<file path="src/rtl/mul_pkg.sv">
// Shared types and widths for the multiplier scheduler.
// Stage registers for operand (S1) and result (S2) use mul_req_t.
package mul_pkg;

  localparam int MUL_WIDTH     = 16;
  localparam int MUL_RES_WIDTH = 32;
  localparam int MUL_TAG_MAX   = 8;
  localparam int MUL_IDX_W     = 3;

  // In S2 the product occupies {num_a, num_b}
  typedef struct packed {
    logic [MUL_WIDTH-1:0]   num_a;
    logic [MUL_WIDTH-1:0]   num_b;
    logic                   sgn;
    logic [MUL_TAG_MAX-1:0] tag;
    logic [MUL_IDX_W-1:0]   idx;
  } mul_req_t;

endpackage

</file>
<file path="src/rtl/arb_rr_xxbit.sv">
// Round-robin arbiter: one-hot grant starting at ptr,
// pointer moves past the winner when the grant is accepted.
module arb_rr_xxbit #(
  parameter int N = 4
) (
  input  logic         i_clk,
  input  logic         i_rst,
  input  logic [N-1:0] i_req,
  input  logic         i_en,
  output logic [N-1:0] o_gnt,
  output logic [2:0]   o_gnt_idx
);

  logic [2:0] ptr_q;
  logic [2:0] ptr_d;
  logic       found;

  // Upper pass covers ptr..N-1, lower pass wraps to 0..ptr-1
  always_comb begin
    found     = 1'b0;
    o_gnt_idx = '0;
    for (int j = 0; j < N; j++) begin
      if (!found && i_req[j] && (3'(j) >= ptr_q)) begin
        found     = 1'b1;
        o_gnt_idx = 3'(j);
      end
    end
    for (int j = 0; j < N; j++) begin
      if (!found && i_req[j]) begin
        found     = 1'b1;
        o_gnt_idx = 3'(j);
      end
    end
  end

  always_comb begin
    o_gnt = '0;
    ptr_d = ptr_q;
    if (i_en && found) begin
      for (int j = 0; j < N; j++) begin
        o_gnt[j] = (o_gnt_idx == 3'(j));
      end
      ptr_d = (o_gnt_idx == 3'(N - 1)) ? 3'd0
                                       : o_gnt_idx + 3'd1;
    end
  end

  always_ff @(posedge i_clk) begin
    if (i_rst) begin
      ptr_q <= '0;
    end else begin
      ptr_q <= ptr_d;
    end
  end

endmodule

</file>
<file path="src/rtl/mul_wallace_16bit.sv">
// 16x16 unsigned Wallace-tree multiplier, purely combinational.
// Rows reduce 16-11-8-6-4-3-2 through 3:2 compressors, then one add.
module mul_wallace_16bit
  import mul_pkg::*;
(
  input  logic [MUL_WIDTH-1:0]     i_a,
  input  logic [MUL_WIDTH-1:0]     i_b,
  output logic [MUL_RES_WIDTH-1:0] o_prod
);

  typedef logic [MUL_RES_WIDTH-1:0] row_t;

  row_t l0 [16];
  row_t l1 [11];
  row_t l2 [8];
  row_t l3 [6];
  row_t l4 [4];
  row_t l5 [3];
  row_t l6 [2];

  function automatic logic [2*MUL_RES_WIDTH-1:0] csa(
    input row_t x,
    input row_t y,
    input row_t z
  );
    row_t s;
    row_t c;
    s = x ^ y ^ z;
    c = ((x & y) | (x & z) | (y & z)) << 1;
    return {s, c};
  endfunction

  for (genvar g = 0; g < 16; g++) begin : g_pp
    assign l0[g] = i_b[g] ? (row_t'(i_a) << g) : '0;
  end

  for (genvar g = 0; g < 5; g++) begin : g_l1
    assign {l1[2*g], l1[2*g+1]} =
      csa(l0[3*g], l0[3*g+1], l0[3*g+2]);
  end
  assign l1[10] = l0[15];

  for (genvar g = 0; g < 3; g++) begin : g_l2
    assign {l2[2*g], l2[2*g+1]} =
      csa(l1[3*g], l1[3*g+1], l1[3*g+2]);
  end
  assign l2[6] = l1[9];
  assign l2[7] = l1[10];

  for (genvar g = 0; g < 2; g++) begin : g_l3
    assign {l3[2*g], l3[2*g+1]} =
      csa(l2[3*g], l2[3*g+1], l2[3*g+2]);
  end
  assign l3[4] = l2[6];
  assign l3[5] = l2[7];

  for (genvar g = 0; g < 2; g++) begin : g_l4
    assign {l4[2*g], l4[2*g+1]} =
      csa(l3[3*g], l3[3*g+1], l3[3*g+2]);
  end

  assign {l5[0], l5[1]} = csa(l4[0], l4[1], l4[2]);
  assign l5[2] = l4[3];

  assign {l6[0], l6[1]} = csa(l5[0], l5[1], l5[2]);

  assign o_prod = l6[0] + l6[1];

endmodule

</file>
<file path="src/rtl/mul_16bit_sched.sv">
// Round-robin front end sharing one Wallace multiplier among requesters.
// S1 holds operands, S2 holds the product and drives the response.
module mul_16bit_sched
  import mul_pkg::*;
#(
  parameter int NUM_REQ = 4,
  parameter int TAG_W   = 4
) (
  input  logic                         i_clk,
  input  logic                         i_rst,
  input  logic [NUM_REQ-1:0]           i_req_vld,
  output logic [NUM_REQ-1:0]           o_req_rdy,
  input  logic [NUM_REQ*MUL_WIDTH-1:0] i_req_num_a,
  input  logic [NUM_REQ*MUL_WIDTH-1:0] i_req_num_b,
  input  logic [NUM_REQ-1:0]           i_req_sgn,
  input  logic [NUM_REQ*TAG_W-1:0]     i_req_tag,
  output logic [NUM_REQ-1:0]           o_rsp_vld,
  input  logic [NUM_REQ-1:0]           i_rsp_rdy,
  output logic [MUL_RES_WIDTH-1:0]     o_rsp_res,
  output logic [TAG_W-1:0]             o_rsp_tag,
  output logic                         o_busy
);

  mul_req_t s1_q, s1_d;
  mul_req_t s2_q, s2_d;
  logic     s1_vld_q, s1_vld_d;
  logic     s2_vld_q, s2_vld_d;

  logic [NUM_REQ-1:0]       gnt;
  logic [2:0]               gnt_idx;
  logic                     acc;
  logic                     s2_xfer;
  logic                     s1_move;
  logic                     s1_open;
  logic                     neg_a, neg_b;
  logic [MUL_WIDTH-1:0]     mag_a, mag_b;
  logic [MUL_RES_WIDTH-1:0] prod_u, prod;
  logic                     unused_s2;

  assign s2_xfer = |(o_rsp_vld & i_rsp_rdy);
  assign s1_move = s1_vld_q & (~s2_vld_q | s2_xfer);
  assign s1_open = ~s1_vld_q | s1_move;

  arb_rr_xxbit #(.N(NUM_REQ)) u_arb (
    .i_clk     (i_clk),
    .i_rst     (i_rst),
    .i_req     (i_req_vld),
    .i_en      (s1_open),
    .o_gnt     (gnt),
    .o_gnt_idx (gnt_idx)
  );

  assign o_req_rdy = gnt;
  assign acc       = |gnt;

  always_comb begin
    s1_d     = s1_q;
    s1_vld_d = s1_vld_q & ~s1_move;
    if (acc) begin
      s1_vld_d = 1'b1;
      s1_d.idx = gnt_idx;
      for (int k = 0; k < NUM_REQ; k++) begin
        if (gnt[k]) begin
          s1_d.num_a = i_req_num_a[k*MUL_WIDTH +: MUL_WIDTH];
          s1_d.num_b = i_req_num_b[k*MUL_WIDTH +: MUL_WIDTH];
          s1_d.sgn   = i_req_sgn[k];
          s1_d.tag   = MUL_TAG_MAX'(i_req_tag[k*TAG_W +: TAG_W]);
        end
      end
    end
  end

  // 16-bit magnitude is enough: |-32768| = 0x8000
  assign neg_a = s1_q.sgn & s1_q.num_a[MUL_WIDTH-1];
  assign neg_b = s1_q.sgn & s1_q.num_b[MUL_WIDTH-1];
  assign mag_a = neg_a ? (~s1_q.num_a + 16'd1) : s1_q.num_a;
  assign mag_b = neg_b ? (~s1_q.num_b + 16'd1) : s1_q.num_b;

  mul_wallace_16bit u_core (
    .i_a    (mag_a),
    .i_b    (mag_b),
    .o_prod (prod_u)
  );

  assign prod = (neg_a ^ neg_b) ? (~prod_u + 32'd1) : prod_u;

  always_comb begin
    s2_d     = s2_q;
    s2_vld_d = s2_vld_q & ~s2_xfer;
    if (s1_move) begin
      s2_vld_d             = 1'b1;
      {s2_d.num_a, s2_d.num_b} = prod;
      s2_d.sgn             = s1_q.sgn;
      s2_d.tag             = s1_q.tag;
      s2_d.idx             = s1_q.idx;
    end
  end

  always_ff @(posedge i_clk) begin
    if (i_rst) begin
      s1_q     <= '0;
      s1_vld_q <= 1'b0;
      s2_q     <= '0;
      s2_vld_q <= 1'b0;
    end else begin
      s1_q     <= s1_d;
      s1_vld_q <= s1_vld_d;
      s2_q     <= s2_d;
      s2_vld_q <= s2_vld_d;
    end
  end

  always_comb begin
    o_rsp_vld = '0;
    for (int k = 0; k < NUM_REQ; k++) begin
      o_rsp_vld[k] = s2_vld_q && (s2_q.idx == 3'(k));
    end
  end

  assign o_rsp_res = {s2_q.num_a, s2_q.num_b};
  assign o_rsp_tag = s2_q.tag[TAG_W-1:0];
  assign o_busy    = s1_vld_q | s2_vld_q;
  assign unused_s2 = ^{s2_q.sgn, s2_q.tag};

endmodule
</file>
<file path="config.mk">
export PLATFORM = sky130hd
export DESIGN_NAME = mul_16bit_sched
export DESIGN_NICKNAME = d
export VERILOG_FILES = /design/src/rtl/mul_pkg.sv /design/src/rtl/arb_rr_xxbit.sv /design/src/rtl/mul_wallace_16bit.sv /design/src/rtl/mul_16bit_sched.sv
export SDC_FILE = /design/constraint.sdc
export NUM_CORES = 1
export LEC_CHECK = 0
export ABC_AREA = 1
export BUFFER_PORTS_ARGS = -buffer_cell sky130_fd_sc_hd__buf_2
export CAP_MARGIN = 20
export CORE_ASPECT_RATIO = 1.4
export CORE_MARGIN = 2
export CORE_UTILIZATION = 60
export CTS_CLUSTER_SIZE = 8
export DETAILED_ROUTE_END_ITERATION = 10
export HOLD_SLACK_MARGIN = 0.15
export PLACE_DENSITY = 0.83
export SETUP_SLACK_MARGIN = 0.02
export SLEW_MARGIN = 5
export SYNTH_ARGS = -nofsm -noshare
export SYNTH_HDL_FRONTEND = slang
export SYNTH_SLANG_ARGS = --single-unit
</file>
<file path="constraint.sdc">
create_clock -name i_clk -period 8 [get_ports i_clk]
set_input_delay 2 -clock i_clk [delete_from_list [all_inputs] [get_ports i_clk]]
set_output_delay 2 -clock i_clk [all_outputs]
set_load 0.02 [all_outputs]
</file>
---- Yosys cells after proc, flatten, opt, wreduce, memory -nomap -nowiden ----
Index checks and enable logic that the tools add are counted.
storage, ports and cells
  flip-flop bits (word level) ............. 84
operators by class
  add/sub/neg operators ................... 5
  order comparisons ....................... 4
  equal/unequal tests ..................... 6
  mux-type cells .......................... 42
  bitwise logic cells ..................... 115
  reductions and logical operators ........ 29
operator list
  kind                     count
  $and A31 B31 Y31         42
  $or A31 B31 Y31          28
  $xor A32 B32 Y32         22
  $mux W41                 4
  $mux W16                 3
  $add A16 B1 Y16 const B  2
  $add A32 B1 Y32 const B  1
  $add A32 B32 Y32         1
  $mux W32                 1
  $not A16 Y16             2
  $not A32 Y32             1
  $xor A32 B18 Y32         1
  $xor A32 B21 Y32         1
  $xor A32 B24 Y32         1
  $xor A32 B27 Y32         1
  $xor A32 B30 Y32         1
  $xor A32 B31 Y32         1
  $mux W31                 1
  $mux W30                 1
  $mux W29                 1
  $mux W28                 1
  $mux W27                 1
  $mux W26                 1
  $mux W25                 1
  other kinds (30)         81

---- Longest topological paths before layout ----
  depth after elaboration ................. 33
  mapped depth ............................ 44
  mapped depth without buffers ............ 44

---- Cells and area by module ----
Synthesis repeated with hierarchy kept, for this count alone.
unflattened totals
  cells, all modules ...................... 2278
  area, all modules ....................... 15308.4 µm²
modules (own cells, without submodules)
  module             times used  cells an instance  area each (µm²)
  mul_wallace_16bit  1           1261               8937.3
  mul_16bit_sched    1           971                6083.3
  arb_rr_xxbit       1           46                 287.8

---- Worst setup path after synthesis ----
Ideal clock, no wire load.
  kind .................................... register to register
  from .................................... register s1_q[28] (netlist name)
  to ...................................... register s2_q (netlist bit o_rsp_res[25])
  setup time .............................. 0.109 ns
  arrival ................................. 7.017 ns
  path slack .............................. 0.874 ns
  stages on the path, launching flop included .. 40
  buffers on the path ..................... 1
  period minus slack after synthesis ...... 7.126 ns
  path through ............................ dfxtp_1 -> inv_1 -> clkbuf_1 -> ha_1 -> inv_1 -> nor3_1 -> inv_1 -> nor3_1 -> nand3_1 -> nand2_1 -> o21ai_0 -> xor2_1 -> inv_1 -> nor2_1 -> fa_1 -> inv_1 -> fa_1 -> fa_1 -> (+4 left out) -> ha_1 -> nand2_1 -> inv_1 -> nand2_1 -> inv_1 -> a21oi_1 -> nand2_1 -> nand2_1 -> nand2_1 -> nor2_1 -> nand3_1 -> nor2_2 -> nand2_1 -> nand2_1 -> xor2_1 -> nand2_1 -> nand2_1 -> inv_1
between the ends
  longest elaborated chain between the ends .. 26
  elaborated cells on any way between the ends .. 121
  classes of those cells .................. add/sub: 3; mux: 18; bitwise: 100
RTL lines
  what                              line                     text
  start, declared                   mul_16bit_sched.sv:24    mul_req_t s1_q, s1_d;
  start signal, assigned            mul_16bit_sched.sv:101   s1_q <= '0;
  start signal, assigned            mul_16bit_sched.sv:106   s1_q <= s1_d;
  $not A16 Y16                      mul_16bit_sched.sv:76    assign mag_a = neg_a ? (~s1_q.num_a + 16'd1) : s1_q.num_a;
  $add A16 B1 Y16                   mul_16bit_sched.sv:76
  $mux W16 *                        mul_16bit_sched.sv:76
  $mux W16 (tied with other cells)  mul_wallace_16bit.sv:34  assign l0[g] = i_b[g] ? (row_t'(i_a) << g) : '0;
  $and A31 B31 Y31                  mul_wallace_16bit.sv:29  c = ((x & y) | (x & z) | (y & z)) << 1;
  $or A31 B31 Y31 (2 in series)     mul_wallace_16bit.sv:29
  $and A31 B31 Y31                  mul_wallace_16bit.sv:29
  $or A31 B31 Y31 (2 in series)     mul_wallace_16bit.sv:29
  (+6 left out)                     -
  $and A31 B31 Y31                  mul_wallace_16bit.sv:29
  $or A31 B31 Y31 (2 in series)     mul_wallace_16bit.sv:29
  $and A31 B31 Y31                  mul_wallace_16bit.sv:29
  $or A31 B31 Y31 (2 in series)     mul_wallace_16bit.sv:29
  $add A32 B32 Y32 *                mul_wallace_16bit.sv:67  assign o_prod = l6[0] + l6[1];
  $not A32 Y32                      mul_16bit_sched.sv:85    assign prod = (neg_a ^ neg_b) ? (~prod_u + 32'd1) : prod_u;
  $add A32 B1 Y32                   mul_16bit_sched.sv:85
  $mux W32 *                        mul_16bit_sched.sv:85
  end signal, assigned              mul_16bit_sched.sv:103   s2_q <= '0;
  end signal, assigned              mul_16bit_sched.sv:108   s2_q <= s2_d;
  end, declared                     mul_16bit_sched.sv:25    mul_req_t s2_q, s2_d;
Mark *: on every way between the ends. The rest lies on a longest branch, timed or not.
A chain may end at the register's enable or synchronous reset.

---- Worst setup path in the final report ----
  from .................................... register s1_q[12] (netlist name)
  to ...................................... register s2_q (netlist bit o_rsp_res[26])
between the ends
  longest elaborated chain between the ends .. 26
  elaborated cells on any way between the ends .. 121
  classes of those cells .................. add/sub: 3; mux: 18; bitwise: 100
RTL lines
  what                              line                     text
  $not A16 Y16                      mul_16bit_sched.sv:77    assign mag_b = neg_b ? (~s1_q.num_b + 16'd1) : s1_q.num_b;
  $add A16 B1 Y16                   mul_16bit_sched.sv:77
  $mux W16 *                        mul_16bit_sched.sv:77
  $mux W16 (tied with other cells)  mul_wallace_16bit.sv:34
  $and A31 B31 Y31                  mul_wallace_16bit.sv:29
  $or A31 B31 Y31 (2 in series)     mul_wallace_16bit.sv:29
  $and A31 B31 Y31                  mul_wallace_16bit.sv:29
  $or A31 B31 Y31 (2 in series)     mul_wallace_16bit.sv:29
  (+6 left out)                     -
  $and A31 B31 Y31                  mul_wallace_16bit.sv:29
  $or A31 B31 Y31 (2 in series)     mul_wallace_16bit.sv:29
  $and A31 B31 Y31                  mul_wallace_16bit.sv:29
  $or A31 B31 Y31 (2 in series)     mul_wallace_16bit.sv:29
  $add A32 B32 Y32 *                mul_wallace_16bit.sv:67
  $not A32 Y32                      mul_16bit_sched.sv:85
  $add A32 B1 Y32                   mul_16bit_sched.sv:85
  $mux W32 *                        mul_16bit_sched.sv:85
Marked as above.

==> insert_results.sql <==
INSERT INTO impl_metrics (metric_group, metric, value, unit) VALUES
('status', 'outcome', 'finished clean', ''),
('floorplan', 'die_area', '25800', 'µm²'),
('sta', 'max_slew.worst_pin.slew', '0.939', 'ns'),
('routing', 'detailroute.via_count', '14000', ''),
('sta', 'fin_ws', '0.427', 'ns'),
('sta', 'setup_total_neg_slack', '0', 'ns'),
('grt', 'grt_max_degree', '75', ''),
('routing', 'initial_drt_pass_iterations', '6', ''),
('synth', 'postSynthCellCount', '2133', ''),
('sta', 'worst_slew_margin', '0.374', ''),
('clock_tree', 'clock_tree_from_tritoncts', 'done', ''),
('setup_path', 'worst_ep_arrival_time', '7.81', 'ns'),
('grt', 'antenna_violations_before_repair', '0', ''),
('cells_and_area', 'area_growth_syn_to_layout', '10.1', '%'),
('setup_path', 'r2r_start', 's1_q[12]', ''),
('cells_and_area', 'most-common-layout-cells', 'sky130_fd_sc_hd__nand2_1 (478), sky130_fd_sc_hd__inv_1 (402), sky130_fd_sc_hd__nor2_1 (249), sky130_fd_sc_hd__buf_2 (202), sky130_fd_sc_hd__fa_1 (200)', ''),
('clock_tree', 'ctsRootBufferMaster', 'sky130_fd_sc_hd__clkbuf_16', ''),
('placement', 'io_buffers', '202', ''),
('setup_path', 'largest_stage_delay_on_the_critical_path', '0.58', 'ns'),
('hold_path', 'hold_path.class', 'flip-flop to flip-flop', ''),
('floorplan', 'starting_density', '0.612', ''),
('sta', 'timing.final.setup_violations', '0', ''),
('synth', 'ys_seq_elements', '81', ''),
('synth', 'yosysTopAreaCell', 'sky130_fd_sc_hd__fa_1', ''),
('grt', 'via_count_of_the_first_global_routing_pass', '14600', ''),
('floorplan', 'top_level_port_count', '203', ''),
('clock_tree', 'cts.hold.buffers_added', '0', ''),
('cells_and_area', 'fin_area', '16200', 'µm²'),
('setup_path', 'critical-path-slowest-cell', 'sky130_fd_sc_hd__fa_1', ''),
('placement', 'dp_hpwl', '35700', 'µm'),
('setup_path', 'cp-start-kind', 'flip-flop', ''),
('synth', 'share_of_the_synthesized_area_in_the_top_cell_type', '0.273', ''),
('clock_tree', 'clk_latency', '0.35', 'ns'),
('cells_and_area', 'fin_nets', '2720', ''),
('routing', 'detail_route.iter0.violations', '845', ''),
('setup_path', 'critical_path_peak_fanout', '9', ''),
('cells_and_area', 'post-route-util', '0.674', ''),
('grt', 'grt.overflow.total', '0', ''),
('placement', 'placement.cell_area', '15700', 'µm²'),
('grt', 'groute.usage.overall', '0.351', ''),
('sta', 'finalHoldViolCount', '0', ''),
('setup_path', 'timing.reg2reg.worst_path_depth', '37', ''),
('cells_and_area', 'drive_gt1_frac', '0.162', ''),
('sta', 'fin_worst_skew', '0.00654', 'ns'),
('sta', 'final_max_slew_viol_count', '0', ''),
('cells_and_area', 'layout_commonest_cell', 'sky130_fd_sc_hd__nand2_1', ''),
('floorplan', 'placeable_core_region', '24100', 'µm²'),
('setup_path', 'crit_required', '8.24', 'ns'),
('placement', 'routabilityCongestion', '0.984', ''),
('clock_tree', 'cts_buffer_depth', '2', ''),
('synth', 'synth.lib_cells_used.distinct', '49', ''),
('grt', 'grt_pass1_wl', '70500', 'µm'),
('synth', 'netlist_top_cells_area', 'sky130_fd_sc_hd__fa_1 (27%), sky130_fd_sc_hd__nand2_1 (12%), sky130_fd_sc_hd__dfxtp_1 (11%)', ''),
('setup_path', 'end_kind', 'flip-flop', ''),
('synth', 'post_synthesis_cell_area', '14700', 'µm²'),
('routing', 'wirelength', '43400', 'µm'),
('clock_tree', 'clkSlewWorstSetupHoldPaths', '0.07', 'ns'),
('routing', 'vias_per_cell', '5.41', ''),
('clock_tree', 'cts_inserted_buffers', '9', ''),
('cells_and_area', 'antennaDiodeCount', '0', ''),
('sta', 'final.min_clock_period', '7.57', 'ns'),
('sta', 'fmaxAchievable', '132', 'MHz'),
('floorplan', 'die_y', '189', 'µm'),
('placement', 'placement.setup.worst_slack', '0.196', 'ns'),
('clock_tree', 'clock-sinks', '81', ''),
('setup_path', 'cpMostUsedCell', 'sky130_fd_sc_hd__nand2_1', ''),
('synth', 'postSynthNetCount', '2576', ''),
('routing', 'wire_per_inst', '16.7', 'µm'),
('synth', 'synth-warning-count', '0', ''),
('setup_path', 'timing.rr.end', 'o_rsp_res[26]', ''),
('synth', 'ys_async_sr_fraction', '0', '');
[worst max-delay path: cells and delay by family, from the launching register on]
kind	cells	cell delay [ns]
AOI/OAI and AO/OA	2	0.20
xor gates and xnor gates	1	0.15
adders and majority gates	8	3.60
buffers and inverters	8	0.67
DFF	1	0.35
and+or+nand+nor	18	2.49
[stage by stage]
stage                     instances  hold slack (ns)
after global placement         2570            0.460
after global routing           2592            0.518
after CTS                      2586            0.484
after floorplan                2133            0.456
after detailed placement       2570            0.467
final                          2592            0.479
[kinds of logic after synthesis]
logic type               synth area share
flip-flops                          0.110
AO/OA/AOI/OAI                      0.0750
XOR/XNOR                           0.0243
adder cells (fa/ha/maj)             0.344
AND/OR/NAND/NOR                     0.292
buffers and inverters               0.154
[per-layer routing]
layer,vias up,wire length (µm),global-route usage
li1,6687,-,-
met3,170,3200,0.0562
met4,0,2850,0.206
met2,617,21800,0.622
met1,6537,15600,0.391
met5,-,0,0
[worst min path at each step]
stage,startpoint,end,slack (ns),cells after the start
after floorplan,o_rsp_tag[0],o_rsp_tag[0],0.46,2
after global placement,o_rsp_tag[3],o_rsp_tag[3],0.46,2
after detailed placement,o_rsp_tag[0],o_rsp_tag[0],0.47,2
after CTS,o_rsp_tag[0],o_rsp_tag[0],0.48,2
after global routing,o_rsp_tag[2],o_rsp_tag[2],0.52,2
final,o_rsp_tag[0],o_rsp_tag[0],0.48,2
[Yosys cell counts, types with 2 or more instances]
cell type and number:
sky130_fd_sc_hd__xor2_1 35, sky130_fd_sc_hd__or2_0 19, sky130_fd_sc_hd__nand3b_1 6, sky130_fd_sc_hd__nor2_1 252, sky130_fd_sc_hd__fa_1 201, sky130_fd_sc_hd__inv_1 405
sky130_fd_sc_hd__nor3_1 20, sky130_fd_sc_hd__nand2_1 484, sky130_fd_sc_hd__buf_2 17, sky130_fd_sc_hd__or2_2 16, sky130_fd_sc_hd__buf_6 9, sky130_fd_sc_hd__a21boi_0 3
sky130_fd_sc_hd__nor3_2 3, sky130_fd_sc_hd__buf_12 3, sky130_fd_sc_hd__a31oi_1 4, sky130_fd_sc_hd__o211ai_1 2, sky130_fd_sc_hd__nand4_1 21, sky130_fd_sc_hd__o31ai_1 3
sky130_fd_sc_hd__nand3_1 126, sky130_fd_sc_hd__inv_2 5, sky130_fd_sc_hd__dfxtp_1 81, sky130_fd_sc_hd__nand3_2 3, sky130_fd_sc_hd__a21oi_1 66, sky130_fd_sc_hd__ha_1 84
sky130_fd_sc_hd__nor2_4 3, sky130_fd_sc_hd__nor2_2 25, sky130_fd_sc_hd__nand2_2 7, sky130_fd_sc_hd__o21ai_0 91, sky130_fd_sc_hd__or3_1 2, sky130_fd_sc_hd__nand2_4 3
sky130_fd_sc_hd__buf_1 3, sky130_fd_sc_hd__or2_1 10, sky130_fd_sc_hd__clkbuf_1 38, sky130_fd_sc_hd__clkinv_1 8, sky130_fd_sc_hd__a21oi_2 20, sky130_fd_sc_hd__xnor2_1 4
sky130_fd_sc_hd__buf_4 38, sky130_fd_sc_hd__inv_4 2
[area by class of cell]
class | count | area, µm²
clock inverters | 7 | 106
repair buffers | 240 | 1320
flip-flops and latches | 81 | 1620
clock buffers | 9 | 225
multi-input cells | 1525 | 11000
fillers | 2114 | 7850
well taps | 310 | 388
inverters | 420 | 1600
[timing repair]
item | 4_1_cts | 5_1_grt
buffers inserted | 0 | 5
gates resized for setup | 0 | 27
endpoints found under the setup margin | 0 | 16
[state kept, by name (all words and copies together), names as in the netlist]
register and cells:
s2_vld_q 1, u_arb.ptr_q 2, s1_q 39, o_rsp_res 32, o_rsp_tag 4, s1_vld_q 1
s2_q 2
Power is not shown: default switching activity piles up to over one toggle a cycle in this logic, so the estimate is an artifact.
